$ cat src/rtl/motor_scheduler.sv
// Round-robin motor run-slot scheduler with fault latching and per-slot timing.
// Optional dead-time gap between slots: define MOTOR_SCHEDULER_DEADTIME_EN.
module motor_scheduler #(
  parameter int F_CLK_HZ    = 25_000_000,
  parameter int N_MOTORS    = 4,
  parameter int NORMAL_SECS = 30,
  parameter int TEST_SECS   = 3,
  parameter int DEAD_MS     = 100
) (
  input  logic                        clk,
  input  logic                        rst,
  input  logic                        cmd_start,
  input  logic                        cmd_stop,
  input  logic                        test_mode,
  input  logic [N_MOTORS-1:0]         motor_en,
  input  logic [N_MOTORS-1:0]         motor_fault,
  output logic [N_MOTORS-1:0]         motor_on,
  output logic                        running,
  output logic [$clog2(N_MOTORS)-1:0] active_idx,
  output logic [N_MOTORS-1:0]         fault_latched
);

  localparam int IW = $clog2(N_MOTORS);
  localparam longint unsigned NORMAL_CYC = longint'(NORMAL_SECS) * longint'(F_CLK_HZ);
  localparam longint unsigned TEST_CYC   = longint'(TEST_SECS) * longint'(F_CLK_HZ);
  localparam longint unsigned DEAD_RAW   = longint'(DEAD_MS) * longint'(F_CLK_HZ) / 64'd1000;
  localparam longint unsigned DEAD_CYC   = (DEAD_RAW == 64'd0) ? 64'd1 : DEAD_RAW;
  localparam longint unsigned MAX_A      = (NORMAL_CYC > TEST_CYC) ? NORMAL_CYC : TEST_CYC;
  localparam longint unsigned MAX_CYC    = (MAX_A > DEAD_CYC) ? MAX_A : DEAD_CYC;
  localparam int CW = $clog2(MAX_CYC + 64'd1);

`ifdef MOTOR_SCHEDULER_DEADTIME_EN
  typedef enum logic [1:0] {ST_IDLE = 2'd0, ST_RUN = 2'd1, ST_DEAD = 2'd2} state_t;
`else
  typedef enum logic [0:0] {ST_IDLE = 1'b0, ST_RUN = 1'b1} state_t;
`endif

  state_t              state_r, state_s;
  logic [N_MOTORS-1:0] motor_on_r, motor_on_s;
  logic                running_r, running_s;
  logic [IW-1:0]       active_idx_r, active_idx_s;
  logic [N_MOTORS-1:0] fault_latched_r, fault_s;
  logic [CW-1:0]       cnt_r, cnt_s;
  logic [CW-1:0]       slot_len_s;
  logic [N_MOTORS-1:0] elig_s;
  logic [IW-1:0]       start_idx_s, pick_s;
  logic                found_s, expire_s, load_run_s, load_dead_s;

  // First eligible index at or after start, wrapping; MSB flags success.
  function automatic logic [IW:0] rr_pick(input logic [N_MOTORS-1:0] elig,
                                          input logic [IW-1:0] start);
    logic          found;
    logic [IW-1:0] idx;
    logic [IW-1:0] cand;
    found = 1'b0;
    idx   = {IW{1'b0}};
    for (int k = 0; k < N_MOTORS; k++) begin
      cand = IW'((int'(start) + k) % N_MOTORS);
      if (!found && elig[cand]) begin
        found = 1'b1;
        idx   = cand;
      end else begin
        found = found;
      end
    end
    return {found, idx};
  endfunction

  // State register.
  always_ff @(posedge clk) begin
    if (rst) begin
      state_r <= ST_IDLE;
    end else begin
      state_r <= state_s;
    end
  end

  // Next-state logic: stop beats start and expiry; fault or disable ends the slot early.
  always_comb begin
    elig_s      = motor_en & ~motor_fault & ~fault_latched_r;
    if (state_r == ST_IDLE) begin
      start_idx_s = {IW{1'b0}};
    end else if (active_idx_r == IW'(N_MOTORS - 1)) begin
      start_idx_s = {IW{1'b0}};
    end else begin
      start_idx_s = active_idx_r + IW'(1);
    end
    {found_s, pick_s} = rr_pick(elig_s, start_idx_s);
    expire_s    = (cnt_r == {CW{1'b0}}) || !motor_en[active_idx_r] || motor_fault[active_idx_r];
    state_s     = state_r;
    load_run_s  = 1'b0;
    load_dead_s = 1'b0;
    case (state_r)
      ST_IDLE: begin
        if (cmd_start && !cmd_stop && found_s) begin
          state_s    = ST_RUN;
          load_run_s = 1'b1;
        end else begin
          state_s = ST_IDLE;
        end
      end
      ST_RUN: begin
        if (cmd_stop) begin
          state_s = ST_IDLE;
        end else if (expire_s) begin
`ifdef MOTOR_SCHEDULER_DEADTIME_EN
          state_s     = ST_DEAD;
          load_dead_s = 1'b1;
`else
          if (found_s) begin
            state_s    = ST_RUN;
            load_run_s = 1'b1;
          end else begin
            state_s = ST_IDLE;
          end
`endif
        end else begin
          state_s = ST_RUN;
        end
      end
`ifdef MOTOR_SCHEDULER_DEADTIME_EN
      ST_DEAD: begin
        if (cmd_stop) begin
          state_s = ST_IDLE;
        end else if (cnt_r == {CW{1'b0}}) begin
          if (found_s) begin
            state_s    = ST_RUN;
            load_run_s = 1'b1;
          end else begin
            state_s = ST_IDLE;
          end
        end else begin
          state_s = ST_DEAD;
        end
      end
`endif
      default: begin
        state_s = ST_IDLE;
      end
    endcase
  end

  // Output logic: next values of the registered outputs and the slot/dead counter.
  always_comb begin
    slot_len_s = test_mode ? CW'(TEST_CYC - 64'd1) : CW'(NORMAL_CYC - 64'd1);
    if (load_run_s) begin
      motor_on_s = {{(N_MOTORS-1){1'b0}}, 1'b1} << pick_s;
    end else if (state_s == ST_RUN) begin
      motor_on_s = motor_on_r;
    end else begin
      motor_on_s = {N_MOTORS{1'b0}};
    end
    running_s    = (state_s != ST_IDLE);
    active_idx_s = load_run_s ? pick_s : active_idx_r;
    if (load_run_s) begin
      cnt_s = slot_len_s;
    end else if (load_dead_s) begin
      cnt_s = CW'(DEAD_CYC - 64'd1);
    end else if ((state_s != ST_IDLE) && (cnt_r != {CW{1'b0}})) begin
      cnt_s = cnt_r - CW'(1);
    end else begin
      cnt_s = {CW{1'b0}};
    end
    fault_s = fault_latched_r | motor_fault;
  end

  // Output and counter registers; active_idx resets to the last index so the first search lands on 0.
  always_ff @(posedge clk) begin
    if (rst) begin
      motor_on_r      <= {N_MOTORS{1'b0}};
      running_r       <= 1'b0;
      active_idx_r    <= IW'(N_MOTORS - 1);
      fault_latched_r <= {N_MOTORS{1'b0}};
      cnt_r           <= {CW{1'b0}};
    end else begin
      motor_on_r      <= motor_on_s;
      running_r       <= running_s;
      active_idx_r    <= active_idx_s;
      fault_latched_r <= fault_s;
      cnt_r           <= cnt_s;
    end
  end

  assign motor_on      = motor_on_r;
  assign running       = running_r;
  assign active_idx    = active_idx_r;
  assign fault_latched = fault_latched_r;

endmodule

$ cat config.mk
export PLATFORM = sky130hd
export DESIGN_NAME = motor_scheduler
export DESIGN_NICKNAME = d
export VERILOG_FILES = /design/src/rtl/motor_scheduler.sv
export SDC_FILE = /design/constraint.sdc
export NUM_CORES = 1
export LEC_CHECK = 0
export ABC_AREA = 1
export CAP_MARGIN = 25
export CELL_PAD_IN_SITES_DETAIL_PLACEMENT = 1
export CELL_PAD_IN_SITES_GLOBAL_PLACEMENT = 1
export CORE_ASPECT_RATIO = 1.5
export CORE_UTILIZATION = 44
export DETAILED_ROUTE_END_ITERATION = 16
export PLACE_DENSITY_LB_ADDON = 0.3
export SLEW_MARGIN = 20
export SYNTH_ARGS = -nofsm -noshare
export SYNTH_HDL_FRONTEND = slang
export SYNTH_SLANG_ARGS = --single-unit
$ cat constraint.sdc
create_clock -name clk -period 5.4 [get_ports clk]
set_clock_uncertainty 0.2 [all_clocks]
set_input_delay 0.81 -clock clk [delete_from_list [all_inputs] [get_ports clk]]
set_output_delay 0.81 -clock clk [all_outputs]
set_load 0.01 [all_outputs]
==> results by stage, run 1 <==
Die:
- The die is 62.6 um wide.
- The die covers 5820 um2.
- The floorplan has 32 rows.
- 24 I/O pins were placed.
- The height of the chip is 92.9 um.
- For this configuration, the core starts out at a cell density of 0.466.
- The core footprint is 5200 um2.

Detailed routing:
- The detailed-route DRC error count is 0.
- The number of routed nets with antenna violations is 0.
- The routed design has 6280 um of wire.
- The via density per instance is 5.15.
- For this block, the initial DRC count from the detailed router was 40.
- After detailed routing, the average wire length per cell comes to 14.0 um.
- Before antenna repair, the detailed router went through 4 iterations.
- The vias after detailed routing is 2313.

Worst setup path:
- The type of element capturing the critical path is a flip-flop.
- The slowest stage of the critical path is the sky130_fd_sc_hd__clkdlybuf4s50_1 cell.
- STA puts the critical path data required time at 5.44 ns.
- The critical path goes through clkdlybuf4s50_1, nor2_1, nand2_1, nand2_1, nand2_2, nand2_1, nand2_2, nand4_4, nand2_4, inv_4, nand2_4, or2_4, nand2_2.
- The cell family contributing the most delay on the critical path is simple AND/OR/NAND/NOR gates.
- The worst setup path is launched from an input pin.
- The critical path class is input pin to flip-flop.
- The largest incremental delay on the critical path is 0.42 ns.
- The critical-path maximum fanout is 16.
- For the worst setup path, the data arrival time is 2.71 ns.
- The critical path contains buffers and inverters numbering 2 combined.

Final layout:
- The cell area after layout is 2800 um2.
- The final-stage net count is 396.
- Once layout is complete, the utilization of the core stands at 0.538.
- The signed area change from the synthesized netlist to the final layout is 15.4%.
- The fraction of final layout cells sized beyond drive strength 1 is 0.110.
- The antenna diode instance count is 0.

Timing:
- The final critical-path share of the clock period is 0.494.
- The remaining max-slew budget at the tightest pin is 0.622.
- Setup violations remaining at the end of the flow were counted as 0.
- The number of hold violations in the final report is 0.
- Setup repair after global routing left no endpoint under its margin.
- The total count of max-transition violations in the final report came to 0.
- Timing would allow up to 375 MHz.
- The worst setup margin is 2.73 ns.
- The slew at the pin closest to its max-slew limit is 0.565 ns.
- After layout, the minimum clock period comes to 2.67 ns.
- After routing, the total negative slack on setup checks comes to 0 ns.

Place:
- The estimated wirelength of the detail-placed design is 5060 um.
- Input and output buffers added on the ports amount to 23.
- Before CTS, the worst setup slack after placement is 2.44 ns.
- Summing all placed instances gives a cell area of 2720 um2.
- The weighted congestion reported at the end of routability-driven placement is 0.802.

Pwr:
- The power density over the cells is 304 nW/um2.
- The analysis attributes to cell leakage a power of 1.37 nW.
- VDD sags by at most 143 uV.

Clock tree:
- The clock tree from TritonCTS is built.
- At the later pin of the worst-skew pair, clock insertion delay measures 0.30 ns.
- The buffer depth of the longest clock path is 2.
- The register clock-pin slew on the reported worst setup and hold paths is 0.08 ns.
- The number of hold buffers added after CTS was 0.
- The post-CTS setup buffer count is 0.
- The H-tree was split into 2 levels.
- For this design, the sink count on the clock tree is 41.
- Once the clock tree was built, the resizer swapped 0 gates to a different size.
- The buffer cell driving the clock tree root is sky130_fd_sc_hd__clkbuf_8.
- Counting the buffers created by CTS gives 5.

Global routing:
- The number of global-route vias before repair is 2441.
- The number of antenna violations at the first check in global routing came to 0.
- For this run, the total global-route usage over all layers was measured as 0.237.
- The largest net degree at the start of global routing is 19.
- The wire length of the first global-routing pass is 10700 um.
- After global routing the overflow that remains totals 0.

Synthesis:
- Averaged over all synthesized cells, the footprint is 6.85 um2.
- The commonest cells after synthesis are sky130_fd_sc_hd__nand2_1 (79), sky130_fd_sc_hd__nor2_1 (48), sky130_fd_sc_hd__inv_1 (46).
- The most frequent cell after synthesis is sky130_fd_sc_hd__nand2_1.
- The warning count from the yosys run is 0.
- Counting flops and latches in the post-synthesis netlist gives 41.
- After synthesis, the cell types taking the most area are sky130_fd_sc_hd__dfxtp_1 (34%), sky130_fd_sc_hd__nand2_1 (12%), sky130_fd_sc_hd__nor2_1 (7.4%).
- The number of different library cells in the post-synthesis netlist is 32.
- The portion of the post-synthesis area used by sequential elements is 0.338.
- The flip-flop cell with the highest count after synthesis is sky130_fd_sc_hd__dfxtp_1.
- The share of synthesized area in the top cell type comes to 0.338.
- Counting every net in the synthesized netlist gives 370.
- In the synthesized netlist, the number of instances is 354.
- The async set-reset flop share out of synthesis is 0.
- Yosys mapped a number of flops with a built-in enable equal to 0.
- The cell area after technology mapping is 2430 um2.
- The cell type with the largest total area after synthesis is sky130_fd_sc_hd__dfxtp_1.

Status:
- The run finished with clean final reports.

Job:
- Across the run, the number of max-cap violations was 0.

Worst hold path:
- In this run the worst hold path is classified as flip-flop to flip-flop.
[placed cells by master (no fill, tap or decap)]
| cell | n |
|---|---|
| sky130_fd_sc_hd__o31ai_1 | 1 |
| sky130_fd_sc_hd__dfxtp_1 | 41 |
| sky130_fd_sc_hd__nor3_4 | 1 |
| sky130_fd_sc_hd__clkbuf_1 | 1 |
| sky130_fd_sc_hd__nor2_2 | 3 |
| sky130_fd_sc_hd__xnor2_1 | 4 |
| sky130_fd_sc_hd__o21ai_1 | 3 |
| sky130_fd_sc_hd__o22ai_1 | 6 |
| sky130_fd_sc_hd__nand2_1 | 79 |
| sky130_fd_sc_hd__inv_1 | 46 |
| sky130_fd_sc_hd__nand4_1 | 6 |
| sky130_fd_sc_hd__nor3_1 | 6 |
| sky130_fd_sc_hd__a21oi_1 | 13 |
| sky130_fd_sc_hd__clkdlybuf4s50_1 | 23 |
| sky130_fd_sc_hd__or2_4 | 1 |
| sky130_fd_sc_hd__nor2_4 | 3 |
| sky130_fd_sc_hd__o21ai_0 | 8 |
| sky130_fd_sc_hd__nand3_1 | 29 |
| sky130_fd_sc_hd__nand4_4 | 1 |
| sky130_fd_sc_hd__nand2_2 | 11 |
| sky130_fd_sc_hd__nor2_1 | 48 |
| sky130_fd_sc_hd__or2_2 | 1 |
| sky130_fd_sc_hd__o21ai_2 | 7 |
| sky130_fd_sc_hd__nor3_2 | 1 |
| sky130_fd_sc_hd__nand2_4 | 3 |
| sky130_fd_sc_hd__ha_1 | 3 |
| sky130_fd_sc_hd__a31oi_1 | 1 |
| sky130_fd_sc_hd__nand3b_1 | 2 |
| sky130_fd_sc_hd__inv_2 | 2 |
| sky130_fd_sc_hd__clkbuf_8 | 5 |
| sky130_fd_sc_hd__inv_4 | 1 |
| sky130_fd_sc_hd__xor2_1 | 19 |
| sky130_fd_sc_hd__clkinv_2 | 2 |
[where the power goes]
part | switching (mW) | internal [mW]
Combinational | 0.196 | 0.118
Sequential | 0.0190 | 0.320
Clock | 0.107 | 0.0896
Total | 0.322 | 0.528
[per-layer routing]
layer	wire length [um]	part of all wire	vias to the layer above	global-route usage
met4	182	0.029	0	0.109
li1	-	-	1176	-
met5	0	0	-	0
met1	2450	0.39	1098	0.242
met2	3530	0.56	26	0.465
met3	114	0.018	13	0.0320
[worst min-delay path: stages, from the launching register on]
cell                      delay [ns]
sky130_fd_sc_hd__dfxtp_1        0.32
sky130_fd_sc_hd__nand2_1        0.06
sky130_fd_sc_hd__a21oi_1        0.05
[cell families after synthesis]
logic type | after synthesis | share of synthesized area
compound gates | 39 | 0.0959
xor+xnor | 23 | 0.0830
fa+ha+maj | 3 | 0.0155
buf+inv | 53 | 0.0872
flops | 41 | 0.338
simple gates | 195 | 0.380
[state kept, by name, summed over array words and instances (netlist names)]
register and count:
motor_on 4, cnt_r 30, fault_latched 4, running 1, active_idx 2
[stage by stage]
step / cells / power (mW) / hold WS (ns)
finish: 449 / 0.850 / 0.272
CTS: 449 / 0.859 / 0.273
global placement: 441 / 0.652 / 0.258
detailed placement: 441 / 0.661 / 0.261
global route: 449 / 0.907 / 0.292
floorplan: 354 / 0.578 / 0.257
[path summary, 6_finish.rpt]
kind,start,to,slack [ns],depth (start not counted)
worst max-delay path,motor_fault[2],cnt_r[29],2.73,13
worst min-delay path,motor_on[1],motor_on[1],0.27,2
worst max register to register,active_idx[0],cnt_r[29],2.85,13
worst min register to register,motor_on[1],motor_on[1],0.27,2
[final cells by class]
class / instances / area (um2)
Clock buffer: 6 / 72.6
Clock inverter: 2 / 10.0
Fill cell: 708 / 2410
Inverter: 49 / 186
Multi-Input combinational cell: 260 / 1390
Sequential cell: 41 / 821
Tap cell: 68 / 85.1
Timing Repair Buffer: 23 / 230
(Power assumes the default switching activity.)
==> inputs of run 2 (changes only) <==
--- a/config.mk
+++ b/config.mk
@@ -10,7 +10,7 @@
 export CELL_PAD_IN_SITES_DETAIL_PLACEMENT = 1
 export CELL_PAD_IN_SITES_GLOBAL_PLACEMENT = 1
 export CORE_ASPECT_RATIO = 1.5
-export CORE_UTILIZATION = 44
+export CORE_UTILIZATION = 41
 export DETAILED_ROUTE_END_ITERATION = 16
 export PLACE_DENSITY_LB_ADDON = 0.3
 export SLEW_MARGIN = 20
==> constraint.sdc (replaced) <==
create_clock -name clk -period 2.6 [get_ports clk]
set_clock_uncertainty 0.2 [all_clocks]
set_input_delay 0.39 -clock clk [delete_from_list [all_inputs] [get_ports clk]]
set_output_delay 0.39 -clock clk [all_outputs]
set_load 0.01 [all_outputs]
==> run 2 against run 1 <==
Effect of this change:
- sequential share of layout area fell by 0.45 points
- power rose by 110%
- register-to-register slack got worse by 2.7 ns
- sequential power rose by 110%
- worst hold slack got worse by 0.0037 ns
- die area rose by 7.1%
- combinational power rose by 110%
- setup slack got worse by 2.6 ns
- critical path type is now flip-flop to flip-flop
==> results by stage, run 2 (synthesis results as in run 1) <==
Clock tree:
- The post-CTS setup buffer count is 0 (unchanged).
- The clock sink count came to 41 (unchanged).
- The total number of H-tree levels is 2 (unchanged).
- The buffer depth of the longest clock path is 2 (unchanged).
- The clock tree from TritonCTS is built (unchanged).
- The source-to-sink clock delay at the later pin of the worst-skew pair is 0.30 ns (about the same).
- The total CTS buffers came to 5 (unchanged).
- The buffer cell driving the clock tree root is sky130_fd_sc_hd__clkbuf_8 (unchanged).
- The number of buffers inserted for hold repair after clock tree synthesis came to 0 (unchanged).
- The register clock-pin slew on the reported worst setup and hold paths came to 0.09 ns (was 0.08 ns).
- The number of gates resized after cts is 0 (unchanged).

Detailed routing:
- The first-pass iteration count of the detailed router was 4 (unchanged).
- The first-iteration detailed-routing DRC count is 61 (was 40).
- The via density per instance is 5.10 (was 5.15).
- The number of routed nets with antenna violations came to 0 (unchanged).
- The wire length after detailed routing came to 6710 um (was 6280 um).
- The detailed-route DRC error count came to 0 (unchanged).
- The post-detailed-route wirelength per cell is 14.7 um (was 14.0 um).
- The vias after detailed routing came to 2332 (was 2313).

Timing:
- The final critical-path share of the clock period is 0.936.
- The slew at the pin closest to its max-slew limit is 0.362 ns (was 0.565 ns).
- The final hold slack is 0.268 ns (was 0.272 ns).
- The highest attainable clock frequency is 411 MHz.
- Setup repair after global routing missed its margin: false (unchanged).
- The remaining max-slew budget at the tightest pin is 0.758 (was 0.622).
- The number of endpoints failing setup at the final stage is 0 (unchanged).
- The setup total negative slack is 0 ns (unchanged).
- The time the final worst path needs with I/O delays and setup is 2.43 ns.
- The total count of max-transition violations in the final report is 0 (unchanged).
- The number of hold violations in the final report is 0 (unchanged).

Worst hold path:
- The endpoint with the worst hold slack is motor_on[0] (was motor_on[1]).
- The number of cells on the worst hold path came to 2 (unchanged).
- The startpoint of the worst hold path is motor_on[0] (was motor_on[1]).
- The type of the most critical hold path is flip-flop to flip-flop (unchanged).

Pwr:
- The combinational group share of total power is 0.372 (was 0.370).
- The share of total power consumed by net switching was 0.389 (was 0.379).
- The total net switching power is 0.705 mW (was 0.322 mW).
- The share of power burned in registers came to 0.385 (was 0.398).
- The maximum vdd drop was 242 uV (was 143 uV).
- The leakage power of the design is 1.38 nW (was 1.37 nW).
- The part of the power in the clock network is 0.242 (was 0.231).
- The power density over the cells is 637 nW/um2 (was 304 nW/um2).
- The internal cell power was 1.11 mW (was 0.528 mW).

Worst setup path:
- The critical path class is flip-flop to flip-flop (was input pin to flip-flop).
- Crit-path cells: ha_1, nand2_2, inv_1, nand2_1, nand2_1, nand2_1, nand2_2, nand4_4, nand2_4, inv_4, nand2_4, or2_4, nand2_1 (was clkdlybuf4s50_1, nor2_1, nand2_1, nand2_1, nand2_2, nand2_1, nand2_2, nand4_4, nand2_4, inv_4, nand2_4, or2_4, nand2_2).
- The largest incremental delay on the critical path is 0.36 ns (was 0.42 ns).
- The startpoint type of the worst setup path was a flip-flop (was input pin).
- Among the stages of the critical path, the cell type that occurs most often is sky130_fd_sc_hd__nand2_1.
- The critical-path maximum fanout is 16 (unchanged).
- The library cell contributing the largest single delay on the critical path is sky130_fd_sc_hd__dfxtp_1 (was sky130_fd_sc_hd__clkdlybuf4s50_1).
- The capture point of the worst reg-to-reg path was cnt_r[23] (was cnt_r[29]).
- The arrival time of the worst setup path came to 2.44 ns (was 2.71 ns).
- The critical register-to-register path startpoint is active_idx[1] (was active_idx[0]).
- The required time at the endpoint of the critical path is 2.61 ns (was 5.44 ns).
- The type of element capturing the critical path is a flip-flop (unchanged).
- The slack of the worst reg-to-reg path is 0.17 ns (was 2.85 ns).
- The number of cell instances on the worst register-to-register path came to 13 (unchanged).

Global routing:
- The global router's overall resource usage is 0.234 (was 0.237).
- The largest net degree at the start of global routing is 19 (unchanged).
- The wire length of the first global-routing pass is 10800 um (was 10700 um).
- The number of antenna violations at the first check in global routing is 0 (unchanged).
- The number of global-route vias before repair is 2389 (was 2441).
- The remaining global-route overflow is 0 (unchanged).

Die:
- The height of the chip is 96.2 um (was 92.9 um).
- The die area was 6230 um2 (was 5820 um2).
- The core footprint is 5740 um2 (was 5200 um2).
- The count of pins on the block boundary is 24 (unchanged).
- The starting density of the core is 0.422 (was 0.466).
- The width of the chip was 64.8 um (was 62.6 um).
- The number of rows in the core area is 34 (was 32).

Final layout:
- The final-stage net count is 400 (was 396).
- The antenna diode instance count is 0 (unchanged).
- Commonest cells after routing, fill and taps aside: sky130_fd_sc_hd__nand2_1 (79), sky130_fd_sc_hd__nor2_1 (48), sky130_fd_sc_hd__inv_1 (46), sky130_fd_sc_hd__dfxtp_1 (41), sky130_fd_sc_hd__nand3_1 (29) (unchanged).
- The most common library cell in the layout ignoring fill and taps is sky130_fd_sc_hd__nand2_1 (unchanged).
- The non-filler instance count after layout is 457 (was 449).
- The fraction of final layout cells sized beyond drive strength 1 is 0.122 (was 0.110).
- The core occupancy in the finished layout was 0.495 (was 0.538).
- The largest register by flop count is cnt_r (unchanged).
- The signed area change from the synthesized netlist to the final layout is 17.2% (was 15.4%).
- The number of flip-flops in the largest register was 30 (unchanged).

Status:
- Run status: complete, no violations (unchanged).

Place:
- The estimated wirelength of the detail-placed design is 5400 um (was 5060 um).
- The total instance count after detailed placement is 449 (was 441).
- The number of input and output port buffers inserted came to 23 (unchanged).
- The weighted congestion reported at the end of routability-driven placement is 0.799 (was 0.802).

Job:
- The max-capacitance violation count is 0 (unchanged).
[run 2: stage by stage]
stage	worst slack [ns]	power, mW	instance area, um2
4_1_cts	0.151	1.82	2840
2_1_floorplan	0.466	1.20	2430
6_report	0.168	1.81	2840
5_1_grt	0.0205	1.92	2840
3_5_place_dp	0.0813	1.38	2750
3_3_place_gp	0.126	1.36	2750
[run 2: worst max path at each step]
stage,from,slack (ns),cells past startpoint,end
after floorplan,active_idx[0],0.47,13,cnt_r[29]
after global placement,motor_fault[2],0.13,13,cnt_r[29]
after detailed placement,motor_fault[2],0.08,13,cnt_r[23]
after CTS,active_idx[1],0.15,13,cnt_r[23]
after global routing,active_idx[1],0.02,13,cnt_r[27]
final,active_idx[1],0.17,13,cnt_r[23]
[run 2: worst max-delay path, delay by kind of cell (launching register included)]
| family | cells | cell delay [ns] |
|---|---|---|
| buffers and inverters | 2 | 0.24 |
| adder cells (fa/ha/maj) | 1 | 0.36 |
| AND/OR/NAND/NOR | 10 | 1.16 |
| flip-flops | 1 | 0.36 |
[run 2: per-layer routing]
metal | GRT usage | share of wire | wire, um | vias up
met5 | 0 | 0 | 0 | -
met4 | 0.0796 | 0.021 | 140 | 0
met3 | 0.0415 | 0.021 | 140 | 9
met2 | 0.500 | 0.60 | 4020 | 26
met1 | 0.209 | 0.36 | 2410 | 1123
li1 | - | - | - | 1174
[run 2: final cells by class]
cell class	count	area [um2]
multi-input cells	260	1390
repair buffers	27	260
inverters	49	186
clock buffers	5	68.8
flip-flops and latches	41	821
fillers	781	2900
well taps	72	90.1
clock inverters	3	22.5
[run 2: power by group through the flow]
stage	Combinational [mW]	Sequential [mW]	Clock, mW
CTS	0.679	0.698	0.442
detailed placement	0.667	0.713	0
finish	0.674	0.698	0.439
global route	0.752	0.702	0.466
floorplan	0.489	0.712	0
global placement	0.650	0.711	0
